==> src/rtl/sram_axi_arbiter_pkg.sv <==
// Shared encodings for the SRAM-to-AXI arbiter: FSM states, transfer size codes
// and request-owner identifiers.
package sram_axi_arbiter_pkg;

    typedef enum logic [2:0] {
        ARB_IDLE = 3'd0,
        ARB_AR   = 3'd1,
        ARB_R    = 3'd2,
        ARB_WR   = 3'd3,
        ARB_B    = 3'd4
    } arb_state_e;

    localparam logic [1:0] SIZE_B = 2'd0;
    localparam logic [1:0] SIZE_H = 2'd1;
    localparam logic [1:0] SIZE_W = 2'd2;

    localparam logic OWNER_INST = 1'b0;
    localparam logic OWNER_DATA = 1'b1;

endpackage

==> src/rtl/sram_axi_arbiter_wstrb.sv <==
// Byte-lane strobe generator: maps transfer size and the low address bits to
// the AXI write strobes.
module sram_wstrb_gen
    import sram_axi_arbiter_pkg::*;
(
    input  logic [1:0] size,
    input  logic [1:0] addr_lo,
    output logic [3:0] wstrb
);

    // Lane selection per transfer size
    always_comb begin
        case (size)
            SIZE_B:  wstrb = 4'b0001 << addr_lo;
            SIZE_H:  wstrb = addr_lo[1] ? 4'b1100 : 4'b0011;
            SIZE_W:  wstrb = 4'b1111;
            default: wstrb = 4'b1111;
        endcase
    end

endmodule

==> src/rtl/sram_axi_arbiter.sv <==
// Shares one AXI master between the instruction (read-only) and data SRAM-like
// ports; a single transaction is outstanding at any time.
module sram_axi_arbiter
    import sram_axi_arbiter_pkg::*;
#(
    parameter bit DATA_FIRST = 1'b1
) (
    input  logic        clk,
    input  logic        reset,
    input  logic        inst_req,
    input  logic [31:0] inst_addr,
    output logic        inst_addr_ok,
    output logic        inst_data_ok,
    output logic [31:0] inst_rdata,
    input  logic        data_req,
    input  logic        data_wr,
    input  logic [1:0]  data_size,
    input  logic [31:0] data_addr,
    input  logic [31:0] data_wdata,
    output logic        data_addr_ok,
    output logic        data_data_ok,
    output logic [31:0] data_rdata,
    output logic [31:0] araddr,
    output logic [2:0]  arsize,
    output logic        arvalid,
    input  logic        arready,
    input  logic [31:0] rdata,
    input  logic        rvalid,
    output logic        rready,
    output logic [31:0] awaddr,
    output logic [2:0]  awsize,
    output logic        awvalid,
    input  logic        awready,
    output logic [31:0] wdata,
    output logic [3:0]  wstrb,
    output logic        wvalid,
    input  logic        wready,
    input  logic        bvalid,
    output logic        bready
);

    arb_state_e  state_q, state_d;
    logic [31:0] addr_q, addr_d;
    logic [1:0]  size_q, size_d;
    logic [31:0] wdata_q, wdata_d;
    logic        owner_q, owner_d;
    logic        arvalid_q, arvalid_d;
    logic        rready_q, rready_d;
    logic        awvalid_q, awvalid_d;
    logic        wvalid_q, wvalid_d;
    logic        bready_q, bready_d;
    logic        aw_done_q, aw_done_d;
    logic        w_done_q, w_done_d;

    logic        grant_data_s;
    logic        grant_inst_s;
    logic        r_hs_s;
    logic        aw_fin_s;
    logic        w_fin_s;

    assign grant_data_s = (state_q == ARB_IDLE) && data_req && (DATA_FIRST || !inst_req);
    assign grant_inst_s = (state_q == ARB_IDLE) && inst_req && !grant_data_s;
    assign r_hs_s       = (state_q == ARB_R) && rvalid;
    // A channel counts as finished if it completed earlier or handshakes now
    assign aw_fin_s     = aw_done_q || (awvalid_q && awready);
    assign w_fin_s      = w_done_q || (wvalid_q && wready);

    assign inst_addr_ok = grant_inst_s;
    assign data_addr_ok = grant_data_s;
    assign inst_data_ok = r_hs_s && (owner_q == OWNER_INST);
    assign data_data_ok = (r_hs_s && (owner_q == OWNER_DATA)) || ((state_q == ARB_B) && bvalid);
    assign inst_rdata   = inst_data_ok ? rdata : 32'h0000_0000;
    assign data_rdata   = (r_hs_s && (owner_q == OWNER_DATA)) ? rdata : 32'h0000_0000;

    assign araddr  = addr_q;
    assign arsize  = {1'b0, size_q};
    assign arvalid = arvalid_q;
    assign rready  = rready_q;
    assign awaddr  = addr_q;
    assign awsize  = {1'b0, size_q};
    assign awvalid = awvalid_q;
    assign wdata   = wdata_q;
    assign wvalid  = wvalid_q;
    assign bready  = bready_q;

    sram_wstrb_gen u_wstrb (
        .size    (size_q),
        .addr_lo (addr_q[1:0]),
        .wstrb   (wstrb)
    );

    // Next-state and next-output computation for the transaction FSM
    always_comb begin
        state_d   = state_q;
        addr_d    = addr_q;
        size_d    = size_q;
        wdata_d   = wdata_q;
        owner_d   = owner_q;
        arvalid_d = arvalid_q;
        rready_d  = rready_q;
        awvalid_d = awvalid_q;
        wvalid_d  = wvalid_q;
        bready_d  = bready_q;
        aw_done_d = aw_done_q;
        w_done_d  = w_done_q;
        case (state_q)
            ARB_IDLE: begin
                if (grant_data_s) begin
                    addr_d  = data_addr;
                    size_d  = data_size;
                    wdata_d = data_wdata;
                    owner_d = OWNER_DATA;
                    if (data_wr) begin
                        state_d   = ARB_WR;
                        awvalid_d = 1'b1;
                        wvalid_d  = 1'b1;
                        aw_done_d = 1'b0;
                        w_done_d  = 1'b0;
                    end else begin
                        state_d   = ARB_AR;
                        arvalid_d = 1'b1;
                    end
                end else if (grant_inst_s) begin
                    addr_d    = inst_addr;
                    size_d    = SIZE_W;
                    wdata_d   = 32'h0000_0000;
                    owner_d   = OWNER_INST;
                    state_d   = ARB_AR;
                    arvalid_d = 1'b1;
                end else begin
                    state_d = ARB_IDLE;
                end
            end
            ARB_AR: begin
                if (arready) begin
                    arvalid_d = 1'b0;
                    rready_d  = 1'b1;
                    state_d   = ARB_R;
                end else begin
                    arvalid_d = 1'b1;
                end
            end
            ARB_R: begin
                if (rvalid) begin
                    rready_d = 1'b0;
                    state_d  = ARB_IDLE;
                end else begin
                    rready_d = 1'b1;
                end
            end
            ARB_WR: begin
                if (awvalid_q && awready) begin
                    awvalid_d = 1'b0;
                    aw_done_d = 1'b1;
                end else begin
                    awvalid_d = awvalid_q;
                end
                if (wvalid_q && wready) begin
                    wvalid_d = 1'b0;
                    w_done_d = 1'b1;
                end else begin
                    wvalid_d = wvalid_q;
                end
                if (aw_fin_s && w_fin_s) begin
                    bready_d = 1'b1;
                    state_d  = ARB_B;
                end else begin
                    bready_d = 1'b0;
                end
            end
            ARB_B: begin
                if (bvalid) begin
                    bready_d = 1'b0;
                    state_d  = ARB_IDLE;
                end else begin
                    bready_d = 1'b1;
                end
            end
            default: begin
                state_d   = ARB_IDLE;
                arvalid_d = 1'b0;
                rready_d  = 1'b0;
                awvalid_d = 1'b0;
                wvalid_d  = 1'b0;
                bready_d  = 1'b0;
            end
        endcase
    end

    // State and registered-output flops; reset abandons any open transaction
    always_ff @(posedge clk) begin
        if (reset) begin
            state_q   <= ARB_IDLE;
            addr_q    <= 32'h0000_0000;
            size_q    <= 2'd0;
            wdata_q   <= 32'h0000_0000;
            owner_q   <= OWNER_INST;
            arvalid_q <= 1'b0;
            rready_q  <= 1'b0;
            awvalid_q <= 1'b0;
            wvalid_q  <= 1'b0;
            bready_q  <= 1'b0;
            aw_done_q <= 1'b0;
            w_done_q  <= 1'b0;
        end else begin
            state_q   <= state_d;
            addr_q    <= addr_d;
            size_q    <= size_d;
            wdata_q   <= wdata_d;
            owner_q   <= owner_d;
            arvalid_q <= arvalid_d;
            rready_q  <= rready_d;
            awvalid_q <= awvalid_d;
            wvalid_q  <= wvalid_d;
            bready_q  <= bready_d;
            aw_done_q <= aw_done_d;
            w_done_q  <= w_done_d;
        end
    end

endmodule

==> config.mk <==
export PLATFORM = sky130hd
export DESIGN_NAME = sram_axi_arbiter
export DESIGN_NICKNAME = d
export VERILOG_FILES = /design/src/rtl/sram_axi_arbiter_pkg.sv /design/src/rtl/sram_axi_arbiter_wstrb.sv /design/src/rtl/sram_axi_arbiter.sv
export SDC_FILE = /design/constraint.sdc
export NUM_CORES = 1
export LEC_CHECK = 0
export BUFFER_PORTS_ARGS = -buffer_cell sky130_fd_sc_hd__buf_2
export CAP_MARGIN = 20
export CORE_AREA = 10 10 116 118
export DETAILED_ROUTE_END_ITERATION = 8
export DIE_AREA = 0 0 126 128
export GPL_TIMING_DRIVEN = 0
export HOLD_SLACK_MARGIN = 0.15
export PLACE_DENSITY_LB_ADDON = 0.12
export RECOVER_POWER = 100
export REMOVE_ABC_BUFFERS = 1
export SYNTH_ARGS = -nofsm -noshare
export SYNTH_HDL_FRONTEND = slang
export SYNTH_SLANG_ARGS = --single-unit
export TNS_END_PERCENT = 5
==> constraint.sdc <==
create_clock -name clk -period 3.84 [get_ports clk]
set_input_delay 0.768 -clock clk [delete_from_list [all_inputs] [get_ports clk]]
set_output_delay 0.768 -clock clk [all_outputs]
set_load 0.005 [all_outputs]
==> run summary, run 1 <==
outcome -> finished, violations left
violated checks -> capacitance limit, slew limit
Period minus WS final -> 3420 ps
Ys Warns -> 0
Max Cap Viol -> 2
Post-synth EDFFs -> 0
iteration count of the initial detailed-routing pass -> 4
Syn Area/Cell -> 7.77 µm²
PortBufs -> 316
Setup crit start kind -> primary input
clk sink count -> 77
largest net degree at the start of global routing -> 67
core footprint -> 11200 µm²
Slew Viols, Final -> 52
slew margin rel. -> -0.548
clk_skew -> 6.47 ps
Yosys cell types -> 37
synthesized cell area -> 4140 µm²
HP Class -> reg2reg
Worst-Skew Late Latency -> 340 ps
area leader, netlist -> dfxtp_1
mean number of vias per cell -> 5.05
die area -> 16100 µm²
clk buf depth -> 2
Primary FF master, synth -> dfxtp_1
clock-pin slew on the worst setup and hold paths -> 60 ps
Req. time, crit path -> 3070 ps
CP endpoint kind -> output port
Setup TNS Final -> 0 ps
grt ovf -> 0
total CTS buffers -> 9
Synth top cells by count -> a21oi_1, dfxtp_1, and2_1, nand2_1, o21ai_0
Tcrit/Tclk final -> 0.890
Max Fanout on Critical Path -> 66
# rows -> 39
part of the Yosys area used for sequential elements -> 0.372
Power per Cell Area -> 448 nW/µm²
DR vias -> 4705
post-CTS setup buffers -> 0
Post-DP HPWL -> 13400 µm
GPL Wtd Cong -> 0.866
initial antenna violation count -> 4
Finish-stage setup viols -> 0
WL final -> 17200 µm
Syn-to-layout area delta -> 35.6%
Leakage -> 2.38 nW
top-count cell post-synth -> a21oi_1
worst vdd ir -> 0.000192 V
DR DRC count -> 0
io pins -> 319
Root Driver -> clkbuf_16
first-pass GRT wire length -> 25600 µm
Fin. Hold Viols -> 0
async set or reset register ratio after synthesis -> 0
Syn Inst Count -> 533
critical path type -> in2out
vias in the first global route -> 4674
all-layer global routing usage -> 0.196
CTS tree -> done
Arr. time, crit path -> 2650 ps
Die H -> 128 µm
Die X -> 126 µm
fmax -> 292 MHz
Synth top area share -> 0.372
Final nets -> 921
#FFs+latches synth -> 77
actual slew at the worst max-slew pin -> 2300 ps
post-DR wirelength/cell -> 18.5 µm
antenna-violating nets left -> 0
Synth area leaders -> dfxtp_1, a21oi_1, and2_1
share of layout cells above drive strength 1 -> 0.267
htree depth -> 3
DRT iter0 DRCs -> 172
RSZ-0062 raised after global routing -> false
Starting Density -> 0.369
final core occ -> 0.500
[sequential cells by signal (all words and copies together), names as in the netlist, 2 cells and up]
name,flops
size_q,2
state_q,3
wdata,32
araddr,32
[worst paths after layout]
kind | endpoint | cells past startpoint | slack, ps | start
worst max register to register | araddr[3] | 4 | 820 | state_q[2]
worst min register to register | wdata[29] | 2 | 470 | wdata[29]
worst min-delay path | wdata[29] | 2 | 470 | wdata[29]
worst max-delay path | data_addr_ok | 4 | 420 | data_req
[per-layer routing]
layer / track usage / up-vias / wire length [µm]
met3: 0.0720 / 27 / 1660
met5: 0 / - / 7
met2: 0.351 / 247 / 8660
met4: 0.0844 / 2 / 417
met1: 0.201 / 2139 / 6460
li1: - / 2290 / -
[worst max-delay path: stages]
cell and delay [ps]:
buf_2 470, or4b_4 670, inv_4 520, clkbuf_1 180
[area by class of cell]
cell class	count	area, µm²
Inverter	4	17.5
Clock inverter	3	21.3
Fill cell	1221	5610
Antenna cell	3	7.51
Multi-Input combinational cell	369	2100
Clock buffer	13	250
Sequential cell	77	1540
Timing Repair Buffer	320	1500
Tap cell	143	179
[per-stage QoR]
stage / cell area [µm²] / worst slack, ps / std cells / hold WS [ps] / power [mW]
after floorplan: 3650 / 1060 / 450 / 447 / 1.34
after global placement: 5410 / -1020 / 909 / 458 / 1.75
after detailed placement: 5520 / -17.1 / 913 / 463 / 1.80
after CTS: 5790 / 332 / 929 / 471 / 2.58
after global routing: 5610 / 297 / 931 / 495 / 2.66
final: 5620 / 421 / 932 / 473 / 2.52
[layout by cell type (no fill, tap or decap), drive strengths merged, types with 3 or more instances in the layout]
cell / n
a211oi: 24
a21o: 3
a21oi: 100
a311oi: 10
and2: 64
buf: 183
clkbuf: 150
dfxtp: 77
diode: 3
inv: 4
nand2: 56
nand3: 7
nor2: 10
nor2b: 28
nor3: 3
o21ai: 41
or4b: 3
[timing repair]
action | in CTS | in global routing
resized for setup | 1 | 0
endpoints found under the setup margin | 1 | 0
hold buffers | 0 | 0
[cell families (layout without fill, tap and decap cells)]
group | after synthesis | after routing | synth area share
AOI/OAI and AO/OA | 186 | 186 | 0.265
and+or+nand+nor | 181 | 181 | 0.239
buffers and inverters | 88 | 340 | 0.123
DFF | 77 | 77 | 0.372
other | 1 | 5 | 0.000905
[where the power goes]
group / total (mW) / internal [mW] / switching [mW]
combinational: 0.736 / 0.312 / 0.423
sequential: 1.00 / 0.906 / 0.0956
clock: 0.780 / 0.456 / 0.324
total: 2.52 / 1.67 / 0.843
No activity file was read; power rests on OpenSTA's default activity.
==> run 2: changes to the inputs <==
--- a/config.mk
+++ b/config.mk
@@ -5,7 +5,7 @@
 export SDC_FILE = /design/constraint.sdc
 export NUM_CORES = 1
 export LEC_CHECK = 0
-export BUFFER_PORTS_ARGS = -buffer_cell sky130_fd_sc_hd__buf_2
+export BUFFER_PORTS_ARGS = -buffer_cell sky130_fd_sc_hd__buf_4
 export CAP_MARGIN = 20
 export CORE_AREA = 10 10 116 118
 export DETAILED_ROUTE_END_ITERATION = 8
==> run 2 against run 1 <==
The run still ends with capacitance limit, slew limit left; via count grew 0.26%; sequential share of layout area fell by 3.3 points; sequential power hardly changed; largest cell class is now buffers; combinational power up 17%; global-route usage grew 0.52 points; highest routed layer is now met4; clock-buffer cell count fell by 1; critical endpoint unchanged; die area unchanged.
==> run summary, run 2 (synthesized netlist as in run 1, its figures left out) <==
Syn-to-layout area delta -> 54.1%
DRT iter0 DRCs -> 174 (+1.2%)
Post-DP HPWL -> 13800 µm (+2.6%)
Worst R2R Path Depth -> 4 (unchanged)
Critical Path Stages -> 5 (+1)
Place WS -> 160 ps (+177 ps)
WL final -> 17700 µm (+3.0%)
slew margin rel. -> -0.585 (-0.0370)
Overall Power -> 2.63 mW (+4.4%)
CTS Hold Buffers Added -> 0 (unchanged)
M2 GR Usage -> 0.362 (+0.0116)
DR DRC count -> 0 (unchanged)
Max Cap Viol -> 2 (unchanged)
total CTS buffers -> 9 (unchanged)
antenna cells -> 0 (-3)
Root Driver -> clkbuf_16
outcome -> finished, violations left
clock-pin slew on the worst setup and hold paths -> 60 ps (about the same)
GRT busiest layer -> met2
most frequent cells in the layout -> buf_4, a21oi_1, clkbuf_4
Post-Place Cells -> 912 (-0.11%)
fmax -> 290 MHz (-0.74%)
Starting Density -> 0.369 (unchanged)
Finish-stage setup viols -> 0 (unchanged)
clk sink count -> 77 (unchanged)
post-CTS setup buffers -> 0 (unchanged)
sw frac -> 0.323 (-0.0122)
Worst R2R Start -> state_q[2]
GR Layer Usage met3 -> 0.0831 (+0.0112)
Setup crit start kind -> primary input
HP Class -> reg2reg
Arr. time, crit path -> 2680 ps (+30 ps)
RSZ-0062 raised after global routing -> false
critical path type -> in2out
DR vias -> 4717 (+0.26%)
power share of the clock group -> 0.290 (-0.020)
commonest non-fill, non-tap cell in the layout -> buf_4
share of layout cells above drive strength 1 -> 0.384 (+0.117)
initial antenna violation count -> 0 (-4)
worst vdd ir -> 0.000221 V (+15%)
combinational share of power -> 0.329 (+0.037)
post-CTS resize count -> 0 (-1)
CP max stage cell -> or4b_4
grt ovf -> 0 (unchanged)
Fin. Hold Viols -> 0 (unchanged)
Final nets -> 921 (unchanged)
vias in the first global route -> 4789 (+2.5%)
all-layer global routing usage -> 0.201 (+0.00522)
CTS tree -> done
mean number of vias per cell -> 5.08 (+0.58%)
Buf+Inv Stages, Crit Path -> 4 (+1)
iteration count of the initial detailed-routing pass -> 4 (unchanged)
actual slew at the worst max-slew pin -> 2360 ps (+55.1 ps)
post-DR wirelength/cell -> 19.1 µm (+3.3%)
worst stage delay on the critical path -> 670 ps (about the same)
Placed Area -> 6290 µm² (+14%)
Req. time, crit path -> 3070 ps (about the same)
# rows -> 39 (unchanged)
kind of cell adding the most delay to the critical path -> buffers and inverters
clk buf depth -> 2 (unchanged)
Cell Count, Final, Fillers Out -> 929 (-0.32%)
first-pass GRT wire length -> 26200 µm (+2.3%)
Die X -> 126 µm (unchanged)
met1 Usage GRT -> 0.204 (+0.00230)
Leakage -> 2.82 nW (+18%)
Worst Setup SP -> data_req
final core occ -> 0.569 (+0.0685)
PortBufs -> 316 (unchanged)
CP endpoint kind -> output port
Seq pwr share -> 0.381 (-0.017)
clk_skew -> 5.10 ps (-1.36 ps)
violated checks -> capacitance limit, slew limit
final hold slack -> 472 ps (-0.794 ps)
Switch Pwr -> 0.848 mW (+0.61%)
Tcrit/Tclk final -> 0.897 (+0.00661)
largest net degree at the start of global routing -> 78 (+16%)
io pins -> 319 (unchanged)
Worst-Skew Late Latency -> 330 ps (about the same)
Critical Path End -> data_addr_ok
post-route design area -> 6380 µm² (+14%)
final worst slack -> 396 ps (-25.4 ps)
P_int -> 1.78 mW (+6.3%)
Max Fanout on Critical Path -> 58 (-12%)
core footprint -> 11200 µm² (unchanged)
Slew Viols, Final -> 52 (unchanged)
GPL Wtd Cong -> 0.895 (+3.4%)
Die H -> 128 µm (unchanged)
crit-path cells -> clkbuf_2 -> or4b_4 -> inv_2 -> buf_12 -> clkbuf_1
Setup TNS Final -> 0 ps (unchanged)
Period minus WS final -> 3440 ps (+25.4 ps)
flop-to-flop setup slack -> 770 ps (-50 ps)
Power per Cell Area -> 412 nW/µm² (-8.2%)
R2R Path End -> araddr[3]
antenna-violating nets left -> 0 (unchanged)
die area -> 16100 µm² (unchanged)
htree depth -> 3 (unchanged)
## run 2: cell types whose count changed in the layout (fill, tap and decap cells not counted), moves of 3 or more
cell	before	now
clkbuf_4	0	96
diode_2	3	0
clkbuf_1	140	48
and2_0	24	34
buf_2	178	0
and2_1	40	30
buf_4	0	173
## run 2: worst min-delay path by stage
stage	slack (ps)	startpoint	cells past startpoint	endpoint
3_5_place_dp	470	wdata[15]	2	wdata[15]
2_1_floorplan	450	aw_done_q	2	aw_done_q
5_1_grt	500	wdata[27]	2	wdata[27]
4_1_cts	470	wdata[15]	2	wdata[15]
6_report	470	wdata[19]	2	wdata[19]
3_3_place_gp	460	wdata[6]	2	wdata[6]
## run 2: power groups by stage
stage,clock network [mW],registers [mW],logic (mW)
2_1_floorplan,0,1.02,0.323
3_3_place_gp,0,1.02,0.884
3_5_place_dp,0,1.02,0.931
4_1_cts,0.774,1.01,0.931
5_1_grt,0.808,1.02,0.955
6_report,0.761,1.00,0.864
## run 2: final cells by class
cell class	instances	area, µm²
flip-flops and latches	77	1540
repair buffers	320	2290
clock buffers	12	236
fillers	1084	4840
multi-input cells	369	2100
clock inverters	4	25.0
inverters	4	15.0
well taps	143	179
## run 2: layer usage
layer  share of wire  routed length (µm)
met1            0.38                6680
met2            0.51                9000
met3           0.091                1610
met4           0.024                 423
met5               0                   0
## run 2: worst register-to-register path: stages, from the launching register on
cell	delay, ps
dfxtp_1	480
nor3_1	1880
buf_16	220
a21oi_1	100
a311oi_2	310
